### src/rtl/la_sample_qualifier.sv
// Sample qualifier in front of the logic analyzer core: registers the probed bus and
// strobes cqual only for samples worth storing. Optional build macro: LA_QUAL_DEGLITCH_EN.
module la_sample_qualifier #(
  parameter int DATA_W     = 16,
  parameter int PRESCALE_W = 16,
  parameter int HEARTBEAT  = 255,
  parameter int CNT_W      = 16
) (
  input  logic                  clk,
  input  logic                  rst_l,
  input  logic                  en,
  input  logic [1:0]            mode,
  input  logic [PRESCALE_W-1:0] prescale,
  input  logic [DATA_W-1:0]     chg_mask,
  input  logic [DATA_W-1:0]     data_in,
  output logic [DATA_W-1:0]     data_out,
  output logic                  cqual,
  output logic [CNT_W-1:0]      sample_count
);

  localparam logic [1:0] MODE_ALL    = 2'b00;
  localparam logic [1:0] MODE_TICK   = 2'b01;
  localparam logic [1:0] MODE_CHG    = 2'b10;
  localparam logic [1:0] MODE_CHG_HB = 2'b11;

  localparam int              HB_W    = (HEARTBEAT > 1) ? $clog2(HEARTBEAT) : 1;
  localparam logic [HB_W-1:0] HB_LAST = HB_W'(HEARTBEAT - 1);

  logic [PRESCALE_W-1:0] pre_cnt;
  logic [HB_W-1:0]       hb_cnt;
  logic [DATA_W-1:0]     last_q;
  logic                  first;

  logic tick;
  logic diff;
  logic change;
  logic heartbeat;
  logic mode_hit;
  logic qual;

  // >= rather than == so a prescale lowered below pre_cnt fires at once instead of wrapping
  always_comb begin
    tick      = (pre_cnt >= prescale);
    diff      = |((data_in ^ last_q) & chg_mask);
    heartbeat = tick && (hb_cnt == HB_LAST);
  end

`ifdef LA_QUAL_DEGLITCH_EN
  logic [DATA_W-1:0] data_in_d;

  always_ff @(posedge clk) begin
    if (!rst_l) begin
      data_in_d <= '0;
    end else begin
      data_in_d <= data_in;
    end
  end

  // a change only counts once the new value has been held for two clocks
  always_comb begin
    change = diff && (data_in == data_in_d);
  end
`else
  always_comb begin
    change = diff;
  end
`endif

  always_comb begin
    mode_hit = 1'b0;
    case (mode)
      MODE_ALL:    mode_hit = 1'b1;
      MODE_TICK:   mode_hit = tick;
      MODE_CHG:    mode_hit = change;
      MODE_CHG_HB: mode_hit = change || heartbeat;
      default:     mode_hit = 1'b0;
    endcase
    qual = en && (first || mode_hit);
  end

  always_ff @(posedge clk) begin
    if (!rst_l) begin
      data_out     <= '0;
      cqual        <= 1'b0;
      sample_count <= '0;
      pre_cnt      <= '0;
      hb_cnt       <= '0;
      last_q       <= '0;
      first        <= 1'b1;
    end else begin
      data_out <= data_in;
      cqual    <= qual;
      if (en) begin
        pre_cnt <= tick ? '0 : pre_cnt + 1'b1;
        if (qual) begin
          first  <= 1'b0;
          last_q <= data_in;
          hb_cnt <= '0;
          if (!(&sample_count)) begin
            sample_count <= sample_count + 1'b1;
          end
        end else if (tick && (hb_cnt != HB_LAST)) begin
          hb_cnt <= hb_cnt + 1'b1;
        end
      end
    end
  end

endmodule
### config.mk
export PLATFORM = sky130hd
export DESIGN_NAME = la_sample_qualifier
export DESIGN_NICKNAME = d
export VERILOG_FILES = /design/src/rtl/la_sample_qualifier.sv
export SDC_FILE = /design/constraint.sdc
export NUM_CORES = 1
export LEC_CHECK = 0
export ABC_AREA = 1
export CAP_MARGIN = 20
export CORE_UTILIZATION = 51
export DETAILED_ROUTE_END_ITERATION = 6
export GPL_ROUTABILITY_DRIVEN = 0
export PLACE_DENSITY = 0.88
export SYNTH_ARGS = -nofsm -noshare
export SYNTH_HDL_FRONTEND = slang
export SYNTH_SLANG_ARGS = --single-unit
### constraint.sdc
create_clock -name clk -period 2.6 [get_ports clk]
set_input_delay 0.52 -clock clk [delete_from_list [all_inputs] [get_ports clk]]
set_output_delay 0.52 -clock clk [all_outputs]
set_load 0.05 [all_outputs]
==> results.json, run 1 <==
{
  "outcome": "completed",
  "clock_latency_reported_for_the_late_side_of_the_worst_skew_pair_ps": 340,
  "post-route-min-period_ps": 2320,
  "setup.worst_path.end_class": "flip-flop",
  "die-height_um": 91.0,
  "netlist_area_um2": 4040,
  "cts_repair_resize_count": 0,
  "synthesis.nets": 637,
  "cts-htree-levels": 3,
  "rsz0062_at_grt": "no",
  "min_to": "first",
  "pre_cts_ws_ps": -71.6,
  "grt_first_pass_wirelength_mm": 15.4,
  "dr.pass1.iters": 5,
  "cts_setup_buffers": 0,
  "cts-root-to-sink-buffers": 2,
  "r2r_start": "sample_count[0]",
  "crit_path_start": "prescale[3]",
  "layout.nets": 738,
  "syn-instance-count": 564,
  "std_cell_rows": 32,
  "area_growth_pct": 31.1,
  "postRouteWirelength_mm": 8.75,
  "die_area_um2": 8290,
  "io_pins": 86,
  "crit_path_arrival_time_ps": 2590,
  "io_buffer_count": 85,
  "cts_hold_buffers": 0,
  "post-route-period-util_pct": 89.3,
  "worstReg2RegEnd": "sample_count[9]",
  "cts-root-buf": "sky130_fd_sc_hd__clkbuf_8",
  "timing_worst_slew_pin_value_ps": 597,
  "synthDistinctLibCells": 37,
  "synth-edff-count": 0,
  "relSlewSlack_pct": 60.1,
  "clk_pin_slew_worst_paths_ps": 80,
  "drv_slew": 0,
  "share_of_synthesized_registers_carrying_an_async_set_or_reset_pct": 0,
  "timing_hold_violations_final": 0,
  "antenna_found_initial": 0,
  "power.ir.vdd_worst_v": 0.000386,
  "r2r_setup_slack_ps": 440,
  "worst_ep_required_time_ps": 2870,
  "die_w_um": 91.0,
  "seq_area_frac_synth_pct": 36.6,
  "dr_total_vias": 3807,
  "drive_gt1_share_pct": 11.3,
  "final.setup.worst_slack_ps": 278,
  "wire_per_inst_um": 11.3,
  "cts_made_buffers": 9,
  "timing.hold.worst_path_depth": 2,
  "drt_iter0_drc": 135,
  "postSynthRegisterBits": 74,
  "mean_cell_area_of_the_mapped_netlist_um2": 7.17,
  "first_global_vias": 3664,
  "globalRouteOverflowTotal": 0,
  "max_freq_mhz": 431,
  "synth_warnings": 0,
  "critPathLaunchType": "primary input",
  "cap_violations": 0,
  "rr_worst_depth": 9,
  "timing.hold.worst.start": "first",
  "most-common-layout-cells": "sky130_fd_sc_hd__nand2_1, sky130_fd_sc_hd__clkdlybuf4s50_1, sky130_fd_sc_hd__inv_1",
  "criticalPathCategory": "in2reg",
  "mostFrequentLayoutCell": "sky130_fd_sc_hd__nand2_1",
  "detail-route-antenna-nets": 0,
  "grt_start_max_net_pins": 19,
  "critical_path_peak_fanout": 14,
  "dp.final_hpwl_mm": 6.82,
  "power.total_w": 0.00267,
  "track_usage_pct": 22.4,
  "placeableCoreArea_um2": 7690,
  "initial_core_utilization_pct": 52.6,
  "post_route_drc_violation_count": 0,
  "setup_viol": 0,
  "skew_ps": 11.4,
  "powerDensity_nw_per_um2": 504,
  "clock_tree_from_tritoncts": "done",
  "power.static_leakage_nw": 2.44,
  "vias_per_cell": 4.93,
  "clock_sinks": 74,
  "ys.flop_type": "sky130_fd_sc_hd__dfxtp_1",
  "min_path_type": "reg2reg",
  "antenna-diode-count": 0
}
[area by class of cell]
cell class | instances | area, um^2
fillers | 646 | 2380
clock inverters | 5 | 100
repair buffers | 101 | 983
multi-input cells | 391 | 2130
well taps | 102 | 128
inverters | 88 | 330
clock buffers | 11 | 151
flip-flops and latches | 74 | 1480
[flip-flops by register name, indices dropped and copies added, names as in the netlist]
| signal | flops |
|---|---|
| last_q | 16 |
| data_out | 16 |
| sample_count | 16 |
| first | 1 |
| pre_cnt | 16 |
| cqual | 1 |
| hb_cnt | 8 |
[logic make-up (layout without fill, tap and decap cells)]
logic type               count (synthesis)  count (layout)  share of synthesized area (%)
XOR/XNOR                                22              22                           4.76
buffers and inverters                   99             205                           10.7
AO/OA/AOI/OAI                           51              51                           8.20
adder cells (fa/ha/maj)                 20              20                           6.19
AND/OR/NAND/NOR                        298             298                           33.5
flip-flops                              74              74                           36.6
[through the flow]
stage / util [%] / hold WS [ps] / setup TNS, ps / area, um^2 / cells
floorplan: - / 420 / 0 / 4040 / 564
global placement: 65.7 / 430 / -67.7 / 5050 / 756
detailed placement: 65.7 / 448 / -1100 / 5050 / 756
CTS: 69.0 / 462 / 0 / 5300 / 772
global route: 69.0 / 486 / 0 / 5300 / 772
finish: 69.0 / 457 / 0 / 5300 / 772
[synthesized netlist by cell type, types with 3 or more instances]
cell type / count / area (um^2)
sky130_fd_sc_hd__nor3_1: 9 / 45.0
sky130_fd_sc_hd__buf_6: 3 / 33.8
sky130_fd_sc_hd__a21oi_2: 8 / 70.1
sky130_fd_sc_hd__a21oi_1: 27 / 135
sky130_fd_sc_hd__nand3_1: 36 / 180
sky130_fd_sc_hd__nor4_1: 3 / 18.8
sky130_fd_sc_hd__xor2_1: 17 / 149
sky130_fd_sc_hd__ha_1: 20 / 250
sky130_fd_sc_hd__clkbuf_1: 4 / 15.0
sky130_fd_sc_hd__nand3_2: 4 / 40.0
sky130_fd_sc_hd__inv_2: 5 / 18.8
sky130_fd_sc_hd__nand2_2: 5 / 31.3
sky130_fd_sc_hd__dfxtp_1: 74 / 1480
sky130_fd_sc_hd__nand4_1: 11 / 68.8
sky130_fd_sc_hd__nor2_1: 51 / 191
sky130_fd_sc_hd__inv_1: 83 / 312
sky130_fd_sc_hd__nand2_1: 162 / 608
sky130_fd_sc_hd__o21ai_2: 10 / 87.6
sky130_fd_sc_hd__xnor2_1: 5 / 43.8
[critical path: stages]
cell and delay [ps]:
sky130_fd_sc_hd__clkdlybuf4s50_1 450, sky130_fd_sc_hd__inv_1 40, sky130_fd_sc_hd__ha_1 300, sky130_fd_sc_hd__nand2_1 90
sky130_fd_sc_hd__nor2_1 40, sky130_fd_sc_hd__and2_1 140, sky130_fd_sc_hd__nor2_1 100, sky130_fd_sc_hd__nand2_1 70
sky130_fd_sc_hd__nand2_1 90, sky130_fd_sc_hd__nand2_2 90, sky130_fd_sc_hd__nand3_4 90, sky130_fd_sc_hd__nand2_4 80
sky130_fd_sc_hd__buf_12 160, sky130_fd_sc_hd__nand2_8 100, sky130_fd_sc_hd__nand2_1 80, sky130_fd_sc_hd__a21oi_1 130
[power breakdown]
part	total, W	internal [W]	switching, W
registers	0.00119	0.00117	0.0000228
logic	0.000373	0.000169	0.000204
clock network	0.00111	0.000687	0.000422
[layer usage]
| metal | up-vias | global-route usage, % | share of wire (%) |
|---|---|---|---|
| li1 | 1978 | - | - |
| met1 | 1716 | 25.5 | 42 |
| met2 | 98 | 41.0 | 51 |
| met5 | - | 0 | 0 |
| met4 | 0 | 8.07 | 1.6 |
| met3 | 15 | 4.86 | 5.4 |
[how the worst max path moves through the flow]
| stage | end | slack, ps | depth (start not counted) |
|---|---|---|---|
| after floorplan | sample_count[4] | 440 | 16 |
| after global placement | sample_count[10] | -9 | 16 |
| after detailed placement | sample_count[4] | -70 | 16 |
| after CTS | sample_count[4] | 290 | 16 |
| after global routing | sample_count[9] | 80 | 16 |
| final | sample_count[9] | 280 | 16 |
(Power assumes the default switching activity.)
==> inputs of run 2 (changes only) <==
- CAP_MARGIN: 20 -> 25
==> results of run 2 <==
No change in the layout: final DEF, timing and power equal those of run 1.
==> inputs of run 3 (changes only) <==
- CAP_MARGIN: 25 -> 20
==> results of run 3 <==
No change in the layout: final DEF, timing and power equal those of run 1.
